===== config.mk =====
export PLATFORM = sky130hd
export DESIGN_NAME = anim_sequencer
export DESIGN_NICKNAME = d
export VERILOG_FILES = /design/src/rtl/anim_sequencer.sv
export SDC_FILE = /design/constraint.sdc
export NUM_CORES = 1
export LEC_CHECK = 0
export CAP_MARGIN = 10
export CORE_AREA = 2 2 76 78
export CTS_CLUSTER_DIAMETER = 120
export DETAILED_ROUTE_END_ITERATION = 6
export DIE_AREA = 0 0 78 80
export GPL_TIMING_DRIVEN = 0
export PLACE_DENSITY = 0.79
export SLEW_MARGIN = 20
export SYNTH_ARGS = -nofsm -noshare
export SYNTH_HDL_FRONTEND = slang
export SYNTH_SLANG_ARGS = --single-unit

===== constraint.sdc =====
create_clock -name clock -period 2.9 [get_ports clock]
set_input_delay 0.725 -clock clock [delete_from_list [all_inputs] [get_ports clock]]
set_output_delay 0.725 -clock clock [all_outputs]
set_load 0.05 [all_outputs]

===== src/rtl/anim_sequencer.sv =====
// Sprite animation sequencer: walks channels through DRAW/WAIT/ERASE/UPDATE per frame, chaining between channels.
// Latency: go -> first DRAW request one cycle later; each op advances one cycle after op_ack.
// Backpressure: DRAW/ERASE/UPDATE stall until op_ack; abort and reset cancel at any point.
module anim_sequencer #(
  parameter int NCH = 3,
  parameter int FW  = 4,
  parameter int WW  = 24,
  parameter int CW  = ($clog2(NCH) < 1) ? 1 : $clog2(NCH)
) (
  input  logic              clock,
  input  logic              reset,
  input  logic              go,
  input  logic [CW-1:0]     start_ch,
  input  logic [NCH*FW-1:0] frames_i,
  input  logic [NCH-1:0]    chain_en,
  input  logic [NCH-1:0]    preempt_en,
  input  logic              preempt,
  input  logic [WW-1:0]     wait_cycles,
  input  logic              abort,
  input  logic              op_ack,
  output logic              op_req,
  output logic [1:0]        op_code,
  output logic [CW-1:0]     cur_ch,
  output logic [FW-1:0]     frame_idx,
  output logic              busy,
  output logic              done,
  output logic              preempted
);

  localparam int CWP1 = CW + 1;
  // Channel count at CW+1 bits so start_ch can be range-checked without overflow.
  localparam logic [CW:0]   NCH_V   = CWP1'(NCH);
  localparam logic [CW-1:0] LAST_CH = CW'(NCH - 1);

  localparam logic [1:0] OP_DRAW   = 2'b00;
  localparam logic [1:0] OP_ERASE  = 2'b01;
  localparam logic [1:0] OP_UPDATE = 2'b10;

  typedef enum logic [2:0] {
    ST_IDLE   = 3'd0,
    ST_DRAW   = 3'd1,
    ST_WAIT   = 3'd2,
    ST_ERASE  = 3'd3,
    ST_UPDATE = 3'd4,
    ST_NEXT   = 3'd5,
    ST_DONE   = 3'd6
  } state_t;

  state_t        state_q;
  logic [CW-1:0] cur_ch_q;
  logic [FW-1:0] frame_idx_q;
  logic [WW-1:0] wait_cnt_q;
  logic          pflag_q;
  logic          preempted_q;

  // Frame count of an arbitrary channel, selected by compare so non-power-of-two NCH never indexes out of range.
  function automatic logic [FW-1:0] frames_of(input logic [NCH*FW-1:0] v, input logic [CW-1:0] ch);
    logic [FW-1:0] r;
    r = '0;
    for (int c = 0; c < NCH; c++) begin
      if (ch == CW'(c)) r = v[c*FW +: FW];
    end
    return r;
  endfunction

  // Per-channel enable bit, selected the same way.
  function automatic logic bit_of(input logic [NCH-1:0] v, input logic [CW-1:0] ch);
    logic r;
    r = 1'b0;
    for (int c = 0; c < NCH; c++) begin
      if (ch == CW'(c)) r = v[c];
    end
    return r;
  endfunction

  logic          start_ok;
  logic [CW-1:0] next_ch;
  logic [FW:0]   idx_plus1;
  logic [FW:0]   cur_frames_x;
  logic          last_frame;
  logic          chain_go;

  // Frame-completion compare is done one bit wider so frame_idx+1 cannot wrap into a false match.
  assign start_ok     = ({1'b0, start_ch} < NCH_V);
  assign next_ch      = cur_ch_q + {{(CW-1){1'b0}}, 1'b1};
  assign idx_plus1    = {1'b0, frame_idx_q} + {{FW{1'b0}}, 1'b1};
  assign cur_frames_x = {1'b0, frames_of(frames_i, cur_ch_q)};
  assign last_frame   = (idx_plus1 == cur_frames_x);
  // A preempted channel always hands over; otherwise only when its chain bit is set.
  assign chain_go     = (bit_of(chain_en, cur_ch_q) || pflag_q) && (cur_ch_q != LAST_CH);

  // Sequencer state machine: channel/frame bookkeeping, wait timer, preemption flag and pulse.
  always_ff @(posedge clock or posedge reset) begin
    if (reset) begin
      state_q     <= ST_IDLE;
      cur_ch_q    <= '0;
      frame_idx_q <= '0;
      wait_cnt_q  <= '0;
      pflag_q     <= 1'b0;
      preempted_q <= 1'b0;
    end else begin
      preempted_q <= 1'b0;
      if (abort && (state_q != ST_IDLE)) begin
        // Cancel wins over everything else; position registers are left as they were.
        state_q <= ST_IDLE;
        pflag_q <= 1'b0;
      end else begin
        case (state_q)
          ST_IDLE: begin
            if (go && start_ok) begin
              cur_ch_q    <= start_ch;
              frame_idx_q <= '0;
              // Entry evaluation: a zero-frame channel is already complete.
              state_q     <= (frames_of(frames_i, start_ch) != '0) ? ST_DRAW : ST_NEXT;
            end
          end
          ST_DRAW: begin
            if (op_ack) begin
              wait_cnt_q <= wait_cycles;
              state_q    <= ST_WAIT;
            end
          end
          ST_WAIT: begin
            if (preempt && bit_of(preempt_en, cur_ch_q)) begin
              preempted_q <= 1'b1;
              pflag_q     <= 1'b1;
              state_q     <= ST_ERASE;
            end else if (wait_cnt_q == '0) begin
              state_q <= ST_ERASE;
            end else begin
              wait_cnt_q <= wait_cnt_q - {{(WW-1){1'b0}}, 1'b1};
            end
          end
          ST_ERASE: begin
            if (op_ack) begin
              state_q <= pflag_q ? ST_NEXT : ST_UPDATE;
            end
          end
          ST_UPDATE: begin
            if (op_ack) begin
              if (last_frame) begin
                state_q <= ST_NEXT;
              end else begin
                frame_idx_q <= idx_plus1[FW-1:0];
                state_q     <= ST_DRAW;
              end
            end
          end
          ST_NEXT: begin
            // The preempt flag is consumed here so a following zero-frame channel uses its own chain bit.
            pflag_q <= 1'b0;
            if (chain_go) begin
              cur_ch_q    <= next_ch;
              frame_idx_q <= '0;
              state_q     <= (frames_of(frames_i, next_ch) != '0) ? ST_DRAW : ST_NEXT;
            end else begin
              state_q <= ST_DONE;
            end
          end
          ST_DONE: begin
            state_q <= ST_IDLE;
          end
          default: begin
            state_q <= ST_IDLE;
          end
        endcase
      end
    end
  end

  // Output decode straight from the state register: no path from op_ack to op_req.
  always_comb begin
    op_req  = 1'b0;
    op_code = OP_DRAW;
    case (state_q)
      ST_DRAW:   begin op_req = 1'b1; op_code = OP_DRAW;   end
      ST_ERASE:  begin op_req = 1'b1; op_code = OP_ERASE;  end
      ST_UPDATE: begin op_req = 1'b1; op_code = OP_UPDATE; end
      default:   begin op_req = 1'b0; op_code = OP_DRAW;   end
    endcase
  end

  assign busy      = (state_q != ST_IDLE);
  assign done      = (state_q == ST_DONE);
  assign preempted = preempted_q;
  assign cur_ch    = cur_ch_q;
  assign frame_idx = frame_idx_q;

endmodule


==> impl_metrics.toml, run 1 <==
[run_status]
status = "completed"

[worst_setup_path]
crit_required_ps = 2170
rrSetupSlack_ps = 260
critical_path.max_fanout = 10
crit_type = "reg -> out"
cp.arrival_ps = 1970
cp-start-kind = "register"
cp-end-kind = "output port"

[logic_synthesis]
synthTopCellsByCount = "51 x nor2_1, 43 x o21ai_0, 35 x dfrtp_1"
synthTopCellsByArea = "dfrtp_1 33%, o21ai_0 8.1%, nor2_1 7.2%"
ys_seq_area_share_pct = 32.80
synth_edf_count = 0
synth-main-ff-cell = "dfrtp_1"
synthMostInstantiatedCell = "nor2_1"
synthArstFlopShare_pct = 100.0
netlist.area_leader.share_pct = 32.80
avgSynthCellArea_um2 = 7.830
synthCells = 341
syn-num-nets = 399
syn_area_mm2 = 0.002670
ys.warnings.count = 0
yosys.cell_types.count = 58
synth_top_area_cell = "dfrtp_1"
ys_seq_elements = 35

[placement]
io_buffers = 60
hpwl_um = 5530
gp_congestion = 0.9690
dpl_cell_area_mm2 = 0.003361

[floorplanning]
rows = 27
fp.dieH_um = 80
io_pins = 62
die-area_mm2 = 0.006240
die_w_um = 78
initial_core_util_pct = 49.40
coreArea_mm2 = 0.005405

[global_routing]
grt.total_usage_pct = 25.64
grt_pass1_wl_um = 12740
grt_max_degree = 36
antenna_found_initial = 0
grt_pass1_vias = 2767
grt_overflow_total = 0

[detailed_routing]
route.detailed.drc = 0
drt_iter0_drc = 184
ant_nets = 0
routedWlPerCell_um = 15.76
first_pass_iters = 5
dr_total_vias = 2855
wirelength_um = 7579
viasPerCell = 5.936

[cts]
htreeDepth = 2
tritoncts = "built"
cts-hold-fix-buffers = 0
post_cts_buffers = 0
clkSinkCount = 35
ctsResizeCount = 4
clock_latency_ps = 290
clockRootBuffer = "clkbuf_8"
cts_buffers = 5
clock_path_buffers = 2
cts.clk_slew.worst_paths_ps = 70

[cells_and_area]
final_area_mm2 = 0.003487
antenna_cells = 0
area_growth_pct = 30.60
drive_above_1_share_pct = 6.846
num-nets-final = 466
final_core_util_pct = 64.51

[worst_hold_path]
hp-class = "reg -> reg"

[job]
drv_cap = 0

[sta]
finClkSkew_ps = 7.801
totalNegativeSetupSlack_ps = 0
finalSetupViolations = 0
max_clock_freq_mhz = 370.7
grt_setup_unrepaired = "false"
min_period_ps = 2698
slew_headroom_pct = 43.65
fin_crit_sh_pct = 93.03
tightest_slew_ps = 837.5
slew_violations = 0
hold_viol = 0

[power]
leakage_uw = 0.001431
vdd_drop_max_uv = 439.7
p_per_area_mw_per_mm2 = 912.6
-- per-layer routing --
layer	track usage [%]	up-vias	routed length, um
li1	-	1400	-
met1	30.76	1308	3141
met2	46.38	132	3711
met3	4.412	15	593
met4	8.772	0	133
met5	0	-	0
-- layout make-up --
cell class,instances,area (um2)
clock inverters,3,43.79
multi-input cells,275,1665
flip-flops and latches,35,875.8
plain buffers,18,96.34
fillers,501,1918
clock buffers,5,68.82
repair buffers,60,598.1
inverters,13,48.80
well taps,72,90.09
-- where the power goes --
part	internal (uW)	total (uW)	switching, uW
clock network	256	442	186
registers	690	915	225
logic	695	1830	1130
total	1640	3180	1540
-- critical path: stages, from the launching register on --
cell	delay [ps]
dfrtp_1	460
clkbuf_1	340
and2_1	200
nor2b_1	120
dlygate4sd2_1	550
-- path summary, 6_finish.rpt --
kind,depth (start not counted),from,endpoint
min in group asynchronous,2,reset,frame_idx[2]$_DFFE_PP0P_
worst max-delay path,4,state_q[2]$_DFFE_PP0P_,done
max in group asynchronous,2,reset,wait_cnt_q[6]$_DFFE_PP0P_
worst min register to register,2,wait_cnt_q[23]$_DFFE_PP0P_,wait_cnt_q[23]$_DFFE_PP0P_
worst max register to register,11,cur_ch[0]$_DFFE_PP0P_,wait_cnt_q[3]$_DFFE_PP0P_
worst min-delay path,2,wait_cnt_q[23]$_DFFE_PP0P_,wait_cnt_q[23]$_DFFE_PP0P_
-- per-stage QoR --
stage / worst slack, ps / total power (uW) / hold WS, ps / std cells
5_1_grt: 46.30 / 3458 / 577.4 / 481
3_3_place_gp: -31.40 / 2673 / 488.8 / 473
6_report: 202.1 / 3182 / 510.1 / 481
4_1_cts: 29.09 / 3159 / 512.3 / 481
2_1_floorplan: 131.4 / 2185 / 470.5 / 341
3_5_place_dp: -95.44 / 2713 / 494.6 / 473
-- layout by cell type (no fill, tap or decap), types with 4 or more instances in the layout --
| cell | n |
|---|---|
| clkbuf_8 | 5 |
| a22oi_1 | 11 |
| nor4_1 | 8 |
| nor3b_1 | 4 |
| inv_1 | 12 |
| nand2_1 | 21 |
| nor3_1 | 13 |
| dlygate4sd2_1 | 4 |
| a31oi_1 | 4 |
| mux2i_1 | 6 |
| o22a_1 | 5 |
| nor2b_1 | 5 |
| nand3_1 | 6 |
| clkdlybuf4s50_1 | 55 |
| o21ai_0 | 43 |
| nand3b_1 | 8 |
| a21oi_1 | 27 |
| clkbuf_1 | 10 |
| nor2_1 | 51 |
| ha_1 | 8 |
| dfrtp_1 | 35 |
-- kinds of logic after synthesis --
kind of cell    after synthesis  share of synthesized area [%]
compound gates              121                          28.82
xor+xnor                      5                          1.640
fa+ha+maj                     8                          3.749
buf+inv                      31                          5.436
flops                        35                          32.80
mux                           7                          2.671
simple gates                134                          24.88
-- sequential cells by signal (all words and copies together), names as in the netlist --
name and cells:
pflag_q 1, cur_ch 2, preempted 1, frame_idx 4, wait_cnt_q 24, state_q 3
Note: power is estimated with default switching activity, not from simulation.
==> run 2: changes to the inputs <==
--- a/config.mk
+++ b/config.mk
@@ -6,10 +6,10 @@
 export NUM_CORES = 1
 export LEC_CHECK = 0
 export CAP_MARGIN = 10
-export CORE_AREA = 2 2 76 78
+export CORE_AREA = 2 2 97 62
 export CTS_CLUSTER_DIAMETER = 120
 export DETAILED_ROUTE_END_ITERATION = 6
-export DIE_AREA = 0 0 78 80
+export DIE_AREA = 0 0 99 64
 export GPL_TIMING_DRIVEN = 0
 export PLACE_DENSITY = 0.79
 export SLEW_MARGIN = 20
==> run 2 against run 1 <==
Total power down 2.2%; die area up 1.5%; count of clock-buffer cells in the layout up 1; sequential share of layout area up 0.32 points; combinational power up 2%; clock power down 26%; cell count down 1.0%; design area down 1.3%; clock skew up 2.9 ps; critical path type unchanged; critical endpoint is now op_code[1].
==> impl_metrics.toml, run 2 (synthesized netlist as in run 1, its figures left out) <==
[detailed_routing]
routedWlPerCell_um = 16.66
drt_iter0_drc = 331
first_pass_iters = 5
dr_total_vias = 2890
viasPerCell = 6.071
ant_nets = 0
route.detailed.drc = 0
wirelength_um = 7928

[cts]
htreeDepth = 2
clock_path_buffers = 2
cts.clk_slew.worst_paths_ps = 70
clkSinkCount = 35
clockRootBuffer = "clkbuf_8"
cts_buffers = 5
clock_latency_ps = 290
tritoncts = "built"
post_cts_buffers = 0

[floorplanning]
die_w_um = 99
fp.dieH_um = 64
coreArea_mm2 = 0.005386
rows = 21
die-area_mm2 = 0.006336
initial_core_util_pct = 49.57
io_pins = 62

[global_routing]
grt_max_degree = 36
grt_overflow_total = 0
grt_pass1_vias = 2555
grt.total_usage_pct = 25.15
antenna_found_initial = 0
grt_pass1_wl_um = 12650

[placement]
hpwl_um = 6108
gp_congestion = 0.9064
dpl_cell_area_mm2 = 0.003357
dp.cells = 470
io_buffers = 60

[power]
p_total_uw = 3112
leakage_uw = 0.001410
vdd_drop_max_uv = 362.3
p_per_area_mw_per_mm2 = 903.8

[worst_setup_path]
cp_num_buf_inv = 3
crit_path_max_incr_delay_ps = 540
path_depth = 5
crit_chain = "clkbuf_1 > nor2_1 > nand2_1 > inv_1 > dlygate4sd2_1"
crit_required_ps = 2170
critical_path.max_fanout = 10
cp.arrival_ps = 2020
cp-end-kind = "output port"
reg2reg_depth = 11
crit_family = "buffers and inverters"
crit_type = "reg -> out"
r2r_start = "cur_ch[0]$_DFFE_PP0P_"
endpoint = "op_code[1]"
worstSetupStartpoint = "state_q[0]$_DFFE_PP0P_"
rrSetupSlack_ps = 250
slowest_stage = "dlygate4sd2_1"
cp-start-kind = "register"
reg2reg_to = "wait_cnt_q[22]$_DFFE_PP0P_"

[cells_and_area]
area_growth_pct = 28.96
final_area_mm2 = 0.003443
layout_common_cells = "55 x clkdlybuf4s50_1, 51 x nor2_1, 43 x o21ai_0"
final_core_util_pct = 63.93
fillCellCount = 464
num-nets-final = 466
antenna_cells = 0
largest_reg_flops = 24
largest-register = "wait_cnt_q"
final_common_cell = "clkdlybuf4s50_1"
drive_above_1_share_pct = 6.143
finalNonFillerCells = 476

[sta]
grt_setup_unrepaired = "true"
slew_headroom_pct = 41.00
totalNegativeSetupSlack_ps = 0
min_period_ps = 2743
hold_viol = 0
finClkSkew_ps = 10.71
finalSetupViolations = 0
slew_violations = 0
tightest_slew_ps = 878.3
fin_crit_sh_pct = 94.58
max_clock_freq_mhz = 364.6

[run_status]
status = "completed"

[worst_hold_path]
hp-class = "reg -> reg"

[job]
drv_cap = 0
## run 2: worst min-delay path by stage
| stage | start | end | slack [ps] | depth (start not counted) |
|---|---|---|---|---|
| 2_1_floorplan | wait_cnt_q[23]$_DFFE_PP0P_ | wait_cnt_q[23]$_DFFE_PP0P_ | 470 | 2 |
| 3_3_place_gp | wait_cnt_q[23]$_DFFE_PP0P_ | wait_cnt_q[23]$_DFFE_PP0P_ | 490 | 2 |
| 3_5_place_dp | wait_cnt_q[12]$_DFFE_PP0P_ | wait_cnt_q[12]$_DFFE_PP0P_ | 500 | 2 |
| 4_1_cts | wait_cnt_q[23]$_DFFE_PP0P_ | wait_cnt_q[23]$_DFFE_PP0P_ | 510 | 2 |
| 5_1_grt | wait_cnt_q[22]$_DFFE_PP0P_ | wait_cnt_q[22]$_DFFE_PP0P_ | 550 | 2 |
| 6_report | wait_cnt_q[23]$_DFFE_PP0P_ | wait_cnt_q[23]$_DFFE_PP0P_ | 510 | 2 |
## run 2: what timing repair did
| item | 4_1_cts | 5_1_grt |
|---|---|---|
| endpoints found under the setup margin | 4 | 18 |
| gates resized for setup | 4 | 4 |
| hold endpoints to repair | 0 | 0 |
| hold buffers | 0 | 0 |
## run 2: report_power, final
group / leakage [uW] / total (uW) / switching (uW) / internal [uW]
sequential: 0.000439 / 919 / 228 / 691
clock: 0.0000371 / 326 / 165 / 160
combinational: 0.000934 / 1870 / 1170 / 699
total: 0.00141 / 3110 / 1560 / 1550
## run 2: layer usage
layer	share of wire [%]	GRT usage (%)	vias up	wire length [um]
met5	0	0	-	0
li1	-	-	1394	-
met2	40	32.94	141	3137
met4	0.88	5.651	0	70
met3	8.5	4.486	10	673
met1	51	41.60	1345	4046
## run 2: through the flow
stage,setup slack [ps],hold WS (ps)
6_report,157.1,513.9
2_1_floorplan,131.4,470.5
4_1_cts,2.518,512.7
3_5_place_dp,-39.74,498.8
3_3_place_gp,15.62,487.7
5_1_grt,11.07,551.2
## run 2: worst register-to-register path: cells and delay by family (launching register included)
family                   cells  cell delay (ps)
AO/OA/AOI/OAI                5             1080
adder cells (fa/ha/maj)      1              180
buffers and inverters        5              820
flip-flops                   1              450
## run 2: cell type report
cell class | count | area, um2 | area share (%)
multi-input combinational | 275 | 1665 | 48.36
sequential | 35 | 875.8 | 25.44
timing repair buffer | 60 | 598.1 | 17.37
buffer | 18 | 96.34 | 2.798
tap | 69 | 86.33 | 2.507
clock buffer | 6 | 72.57 | 2.108
inverter | 13 | 48.80 | 1.417
==> run 3: changes to the inputs <==
--- a/config.mk
+++ b/config.mk
@@ -5,13 +5,16 @@
 export SDC_FILE = /design/constraint.sdc
 export NUM_CORES = 1
 export LEC_CHECK = 0
+export ABC_CLOCK_PERIOD_IN_PS = 2900
 export CAP_MARGIN = 10
-export CORE_AREA = 2 2 97 62
+export CELL_PAD_IN_SITES_DETAIL_PLACEMENT = 0
+export CELL_PAD_IN_SITES_GLOBAL_PLACEMENT = 1
+export CORE_AREA = 2 2 113 71
 export CTS_CLUSTER_DIAMETER = 120
 export DETAILED_ROUTE_END_ITERATION = 6
-export DIE_AREA = 0 0 99 64
+export DIE_AREA = 0 0 115 73
 export GPL_TIMING_DRIVEN = 0
-export PLACE_DENSITY = 0.79
+export PLACE_DENSITY_LB_ADDON = 0.1
 export SLEW_MARGIN = 20
 export SYNTH_ARGS = -nofsm -noshare
 export SYNTH_HDL_FRONTEND = slang
==> run 3 against run 2 <==
Routed wire length grew 10%; die area increased by 32%; sequential share of layout area is 0.85 points lower; global-route usage fell by 2.4 points; clock skew decreased by 5.3 ps.
==> impl_metrics.toml, run 3 (synthesized netlist as in run 1, its figures left out) <==
[cts]
cts.clk_slew.worst_paths_ps = 60
cts-hold-fix-buffers = 0
clock_latency_ps = 290
clkSinkCount = 35
tritoncts = "built"
clockRootBuffer = "clkbuf_16"
htreeDepth = 2
clock_path_buffers = 2
cts_buffers = 5

[run_status]
status = "completed"

[cells_and_area]
fillCellCount = 774
antenna_cells = 0
final_core_util_pct = 47.45
final_common_cell = "clkdlybuf4s50_1"
layout.area.seq_um2 = 875.8
layout_common_cells = "55 x clkdlybuf4s50_1, 51 x nor2_1, 43 x o21ai_0"
largest-register = "wait_cnt_q"
multi_input_area_mm2 = 0.001659
largest_reg_flops = 24
area_growth_pct = 33.41
drive_above_1_share_pct = 6.601
num-nets-final = 467

[sta]
grt_setup_unrepaired = "true"
tightest_slew_ps = 868.0
hold_viol = 0
slew_violations = 0
fin_crit_sh_pct = 96.21
finalSetupViolations = 0
slew_headroom_pct = 41.60
min_period_ps = 2790
totalNegativeSetupSlack_ps = 0
max_clock_freq_mhz = 358.4
finClkSkew_ps = 5.393

[floorplanning]
initial_core_util_pct = 35.57
die-area_mm2 = 0.008395
rows = 25
fp.dieH_um = 73
die_w_um = 115
io_pins = 62
coreArea_mm2 = 0.007507

[detailed_routing]
dr_total_vias = 2849
route.detailed.drc = 0
viasPerCell = 5.664
wirelength_um = 8749
drt_iter0_drc = 219
ant_nets = 0
routedWlPerCell_um = 17.39
first_pass_iters = 5

[power]
leakage_uw = 0.001450
vdd_drop_max_uv = 435.5
p_per_area_mw_per_mm2 = 938.5

[worst_setup_path]
crit_required_ps = 3070
critical_path.max_fanout = 10
cp-end-kind = "register"
cp-start-kind = "register"
crit_type = "reg -> reg"
cp.arrival_ps = 2960

[placement]
io_buffers = 60
gp_congestion = 0.8968
hpwl_um = 6793

[global_routing]
antenna_found_initial = 0
grt.total_usage_pct = 22.70
grt_pass1_vias = 2661
grt_pass1_wl_um = 14490
grt_max_degree = 28
grt_overflow_total = 0

[worst_hold_path]
hp-class = "reg -> reg"

[job]
drv_cap = 0
## run 3: changes by cell type in the layout (fill, tap and decap cells not counted)
cell,delta
a2bb2oi_1,+1
a2bb2oi_2,-1
buf_12,+1
clkbuf_1,-1
clkbuf_16,+5
clkbuf_8,-4
clkdlybuf4s15_1,+2
clkinv_2,+1
dlygate4sd2_1,-2
## run 3: cell type report
cell class                 instances  share of cell area [%]
clock buffer                       6                   3.899
timing repair buffer              61                   17.42
inverter                          13                   1.370
buffer                            18                   2.705
sequential                        35                   24.59
multi-input combinational        275                   46.58
clock inverter                     1                  0.1405
tap                               94                   3.302
## run 3: worst paths after layout
kind	depth (start not counted)	from	end	slack, ps
min	2	wait_cnt_q[23]$_DFFE_PP0P_	wait_cnt_q[23]$_DFFE_PP0P_	520
max	9	cur_ch[0]$_DFFE_PP0P_	frame_idx[0]$_DFFE_PP0P_	110
min in group asynchronous	2	reset	wait_cnt_q[20]$_DFFE_PP0P_	670
max reg2reg	9	cur_ch[0]$_DFFE_PP0P_	frame_idx[0]$_DFFE_PP0P_	110
max in group asynchronous	3	reset	pflag_q$_DFFE_PP0P_	1800
min reg2reg	2	wait_cnt_q[23]$_DFFE_PP0P_	wait_cnt_q[23]$_DFFE_PP0P_	520
## run 3: per-layer routing
layer | routed length (um) | global-route usage (%) | part of all wire [%] | vias up
met3 | 449 | 4.236 | 5.1 | 7
li1 | - | - | - | 1398
met1 | 4960 | 37.35 | 57 | 1370
met2 | 3244 | 29.35 | 37 | 74
met5 | 0 | 0 | 0 | -
met4 | 94 | 5.622 | 1.1 | 0
## run 3: per-stage QoR
stage	power [uW]	worst slack [ps]	hold WS, ps	cells	area [um2]
6_report	3343	109.9	520.8	503	3562
5_1_grt	3632	-97.01	568.3	503	3562
4_1_cts	3330	3.658	523.6	503	3547
3_5_place_dp	2784	-73.64	511.2	496	3408
3_3_place_gp	2764	0.1361	486.3	495	3388
2_1_floorplan	2185	131.4	470.5	341	2670
## run 3: critical path: stages, from the launching register on
cell and delay, ps:
dfrtp_1 460, inv_1 120, ha_1 250, buf_2 200, inv_1 200, a2bb2oi_1 320, mux2i_1 260, o21ai_0 180
a21oi_2 300, mux2_2 370
## run 3: what timing repair did
item	CTS	global route
cloned	0	0
buffers inserted	0	0
gates resized for setup	4	5
pin swaps	0	0
setup endpoints to repair	4	29
## run 3: power by group
group          internal, uW  leakage, uW  switching, uW
Clock                   335    0.0000727            207
Combinational           701     0.000939           1180
Sequential              692     0.000439            225
Total                  1730      0.00145           1620
